## config.mk

```make
export PLATFORM = sky130hd
export DESIGN_NAME = cic3_decim_ctrl
export DESIGN_NICKNAME = d
export VERILOG_FILES = /design/src/rtl/cic3_decim_ctrl.sv
export SDC_FILE = /design/constraint.sdc
export NUM_CORES = 1
export LEC_CHECK = 0
export CAP_MARGIN = 10
export CORE_MARGIN = 3
export CORE_UTILIZATION = 30
export CTS_BUF_LIST = sky130_fd_sc_hd__clkbuf_8
export DETAILED_ROUTE_END_ITERATION = 8
export GPL_TIMING_DRIVEN = 1
export HOLD_SLACK_MARGIN = 0.02
export PLACE_DENSITY = 0.52
export SYNTH_ARGS = -nofsm -noshare
export SYNTH_HDL_FRONTEND = slang
export SYNTH_SLANG_ARGS = --single-unit
```

## constraint.sdc

```tcl
create_clock -name clk -period 4.68 [get_ports clk]
set_input_delay 1.404 -clock clk [delete_from_list [all_inputs] [get_ports clk]]
set_output_delay 1.404 -clock clk [all_outputs]
set_load 0.03 [all_outputs]
```

## src/rtl/cic3_decim_ctrl.sv

```systemverilog
// Sequencing controller for the 3rd-order CIC decimator.
// Ports: clk/reset, enable, dec_log2, cic_out, data_ready in;
//   cic_rst_n, divided_clk, data_out, data_valid, overrun, sample_cnt, state out.
module cic3_decim_ctrl #(
  parameter int SETTLE  = 3,
  parameter int CAP_DLY = 4
) (
  input  logic        clk,
  input  logic        reset,
  input  logic        enable,
  input  logic [3:0]  dec_log2,
  input  logic [24:0] cic_out,
  input  logic        data_ready,
  output logic        cic_rst_n,
  output logic        divided_clk,
  output logic [24:0] data_out,
  output logic        data_valid,
  output logic        overrun,
  output logic [15:0] sample_cnt,
  output logic [1:0]  state
);

  typedef enum logic [1:0] {
    S_IDLE   = 2'd0,
    S_SETTLE = 2'd1,
    S_RUN    = 2'd2
  } st_t;

  st_t        st_q, st_d;
  logic [3:0] d_eff;
  logic [3:0] dec_in;
  logic [7:0] cnt;
  logic [2:0] discard_cnt;
  logic [7:0] d_last;
  logic [7:0] d_half;
  logic [7:0] cap_pt;
  logic       active;
  logic       start;
  logic       strobe;
  logic       capture;
  logic       stay;

  assign state = st_q;

  always_comb begin
    dec_in = 4'd8;
    if (dec_log2 >= 4'd5 && dec_log2 <= 4'd8)
      dec_in = dec_log2;
  end

  always_comb begin
    d_last  = 8'((9'd1 << d_eff) - 9'd1);
    d_half  = 8'(9'd1 << (d_eff - 4'd1));
    cap_pt  = d_half + 8'(CAP_DLY);
    active  = (st_q == S_SETTLE) || (st_q == S_RUN);
    start   = (st_q == S_IDLE) && enable;
    strobe  = active && (cnt == cap_pt);
    capture = strobe && (st_q == S_RUN);
  end

  always_comb begin
    st_d = st_q;
    case (st_q)
      S_IDLE:   if (enable) st_d = S_SETTLE;
      S_SETTLE: if (discard_cnt == 3'(SETTLE)) st_d = S_RUN;
      S_RUN:    st_d = S_RUN;
      default:  st_d = S_IDLE;
    endcase
    if (!enable) st_d = S_IDLE;
  end

  // outputs that must read low in IDLE look at the next state
  assign stay = active && (st_d != S_IDLE);

  always_ff @(posedge clk) begin
    if (reset) begin
      st_q        <= S_IDLE;
      d_eff       <= 4'd8;
      cnt         <= 8'd0;
      discard_cnt <= 3'd0;
      cic_rst_n   <= 1'b0;
      divided_clk <= 1'b0;
      data_out    <= 25'd0;
      data_valid  <= 1'b0;
      overrun     <= 1'b0;
      sample_cnt  <= 16'd0;
    end else begin
      st_q        <= st_d;
      cic_rst_n   <= stay;
      divided_clk <= stay && (cnt >= d_half);

      if (start)
        d_eff <= dec_in;

      if (!stay)
        cnt <= 8'd0;
      else if (cnt == d_last)
        cnt <= 8'd0;
      else
        cnt <= cnt + 8'd1;

      if (start)
        discard_cnt <= 3'd0;
      else if (strobe && st_q == S_SETTLE &&
               discard_cnt != 3'(SETTLE))
        discard_cnt <= discard_cnt + 3'd1;

      if (start) begin
        data_out   <= 25'd0;
        data_valid <= 1'b0;
        overrun    <= 1'b0;
        sample_cnt <= 16'd0;
      end else if (capture) begin
        data_out   <= cic_out;
        data_valid <= 1'b1;
        sample_cnt <= sample_cnt + 16'd1;
        if (data_valid && !data_ready)
          overrun <= 1'b1;
      end else if (data_valid && data_ready) begin
        data_valid <= 1'b0;
      end
    end
  end

endmodule

```

==> impl_metrics.tcl <==
set metrics [dict create \
    worst_pin_slew_ps 1068 \
    viasPerCell 5.017 \
    synthArstFlopShare_pct 0 \
    n_antenna_cell 0 \
    drive_gt1_share_pct 4.711 \
    die_y_um 110.1 \
    p_sw_uw 268.2 \
    final_area_um2 4319 \
    grt_pass1_wl_um 13540 \
    syn_area_um2 3248 \
    peakVddDrop_mv 0.1410 \
    yosysSeqAreaShare_pct 38.21 \
    met3_usage_pct 4.426 \
    synth-edff-count 0 \
    layout.nets 513 \
    overflow 0 \
    grtUsageTotal_pct 14.26 \
    grtUsageMet1_pct 19.25 \
    path_cells "nor4b_1 > inv_1 > ha_1 > and4b_1 > o211ai_1 > or4_1 > or4_1 > nand2_1" \
    cpMostUsedCell "or4_1" \
    coreArea_um2 10420 \
    maxCapViolCount 0 \
    via_count 3025 \
    drcViolationCount 0 \
    pwr-share-clk_pct 44.9 \
    switching_share_pct 24.47 \
    synth_mux_area_share_pct 0.9245 \
    p_comb_share_pct 6.4 \
    report.final.slew_viol_count 0 \
    drtIter0Drc 175 \
    antenna_found_initial 0 \
    synth_area_per_cell_um2 8.265 \
    cellPowerDensity_nw_per_um2 253.8 \
    cts_buffer_depth 2 \
    use_met2_pct 21.19 \
    cts_made_buffers 9 \
    period_share_pct 67.55 \
    cp-start-kind "flop" \
    final.min_clock_period_ps 3162 \
    wirelength_um 8562 \
    cts.repair.resized 0 \
    antenna_left 0 \
    r2r_cells 8 \
    fp.dieW_um 110.1 \
    synth_xor_area_share_pct 4.584 \
    ctsRootBufferMaster "clkbuf_8" \
    critical_path.slowest_cell "or4_1" \
    synth_ff_type "dfxtp_1" \
    rsz0062_at_grt "false" \
    postCtsSetupBuffers 0 \
    std_cell_rows 37 \
    cts_max_level 3 \
    clock.fmax_ghz 0.3163 \
    hold_start "data_out[11]" \
    hold_viol_final 0 \
    fin_skew_ps 4.938 \
    power_frac_seq_pct 48.7 \
    synth_adder_area_share_pct 6.934 \
    setup_viol 0 \
    synth_top_family_by_area "simple AND/OR/NAND/NOR gates" \
    ctsHoldBuffers 0 \
    portBuffers 79 \
    yosysWarningCount 0 \
    crit_type "reg -> reg" \
    grt_pass1_vias 2761 \
    max_stage_delay_ps 640 \
    clock_sinks 62 \
    syn_to_final_growth_pct 32.97 \
    final_common_cell "clkdlybuf4s50_1" \
    grt_max_degree 39 \
    routedWlPerCell_um 14.20 \
    synth_fp_nets 444 \
    die-area_um2 12110 \
    syn_inst 393 \
    synth_compound_area_share_pct 18.26 \
    ys_types 50 \
    status "completed" \
    most-common-layout-cells "79 x clkdlybuf4s50_1, 74 x nand2_1, 62 x dfxtp_1" \
    finalSetupTns_ps 0 \
    reg2reg_from "d_eff[3]" \
    initial_utilization_pct 31.18 \
    min_path_type "reg -> reg" \
    top_usage_layer "met2" \
    tritoncts "done" \
    whs_path_depth 2 \
    total_leakage_power_uw 0.001481 \
    synth-seq-cells 62 \
    worstSetupEndpointType "flop" \
    critPathLaunch "d_eff[3]" \
    clock_latency_ps 340 \
    p_total_uw 1096 \
    hpwl_um 5957 \
    first_pass_iters 4 \
    critPathArrivalTime_ps 3450 \
    internal_power_uw 828.0 \
    critPathRequiredTime_ps 4970 \
    cp_max_fo 18 \
    place_congestion 0.8034 \
    clkTransAtPathRegs_ps 70 \
    slew_headroom_pct 28.78 \
    io_pins 80 \
    yosys.area_share.simple_pct 25.42 \
    placed_area_um2 4111 \
]
==> cell type report <==
class / count / area (µm²)
multi-input combinational: 289 / 1823
tap: 136 / 170.2
sequential: 62 / 1241
clock buffer: 10 / 137.6
inverter: 19 / 71.32
timing repair buffer: 81 / 805.8
clock inverter: 6 / 70.07
fill: 1084 / 6097
==> critical path: cells and delay by family, from the launching register on <==
kind,cells,cell delay (ps)
AOI/OAI and AO/OA,1,340
adders and majority gates,1,310
buffers and inverters,1,90
DFF,1,490
and+or+nand+nor,5,1880
==> power groups by stage <==
stage	registers [µW]	logic, µW	clock network (µW)
floorplan	545	33.8	0
global placement	546	70.4	0
detailed placement	546	70.0	0
CTS	534	70.5	513
global route	535	76.1	534
finish	534	70.1	492
==> registers in the layout, summed over array words and instances, names as in the netlist <==
register     count
overrun          1
cnt              8
divided_clk      1
data_valid       1
state            2
data_out        25
cic_rst_n        1
discard_cnt      3
sample_cnt      16
d_eff            4
==> worst paths after layout <==
kind | end | slack [ps]
worst max-delay path | sample_cnt[12] | 1520
worst max register to register | sample_cnt[12] | 1520
worst min register to register | data_out[11] | 450
worst min-delay path | data_out[11] | 450
==> layer usage <==
metal	up-vias	part of all wire, %	wire, µm
met3	13	5.7	484
met1	1406	48	4086
met4	0	1.9	160
met5	-	0	0
li1	1527	-	-
met2	79	45	3831
==> cells in the mapped netlist (10+ instances only) <==
cell type	count	share of area, %
ha_1	18	6.9
xnor2_1	10	2.7
or4_1	13	3.0
nand2_1	74	8.6
clkbuf_1	12	1.4
nor2_1	18	2.1
a21oi_1	41	6.3
dfxtp_1	62	38
nand4_1	12	2.3
inv_1	19	2.2
==> cell families after synthesis <==
logic type	count (synthesis)
buf+inv	42
compound gates	88
xor+xnor	17
mux	3
flops	62
simple gates	163
fa+ha+maj	18
==> per-stage QoR <==
stage	utilization (%)	hold WS (ps)	instances	setup WS [ps]
6_report	41.47	453.3	603	1518
5_1_grt	41.47	473.9	603	1180
4_1_cts	41.47	458.0	603	1493
3_5_place_dp	39.47	446.9	587	1525
3_3_place_gp	39.47	441.0	587	1513
2_1_floorplan	-	448.9	393	1737
Note: power is estimated with default switching activity, not from simulation.
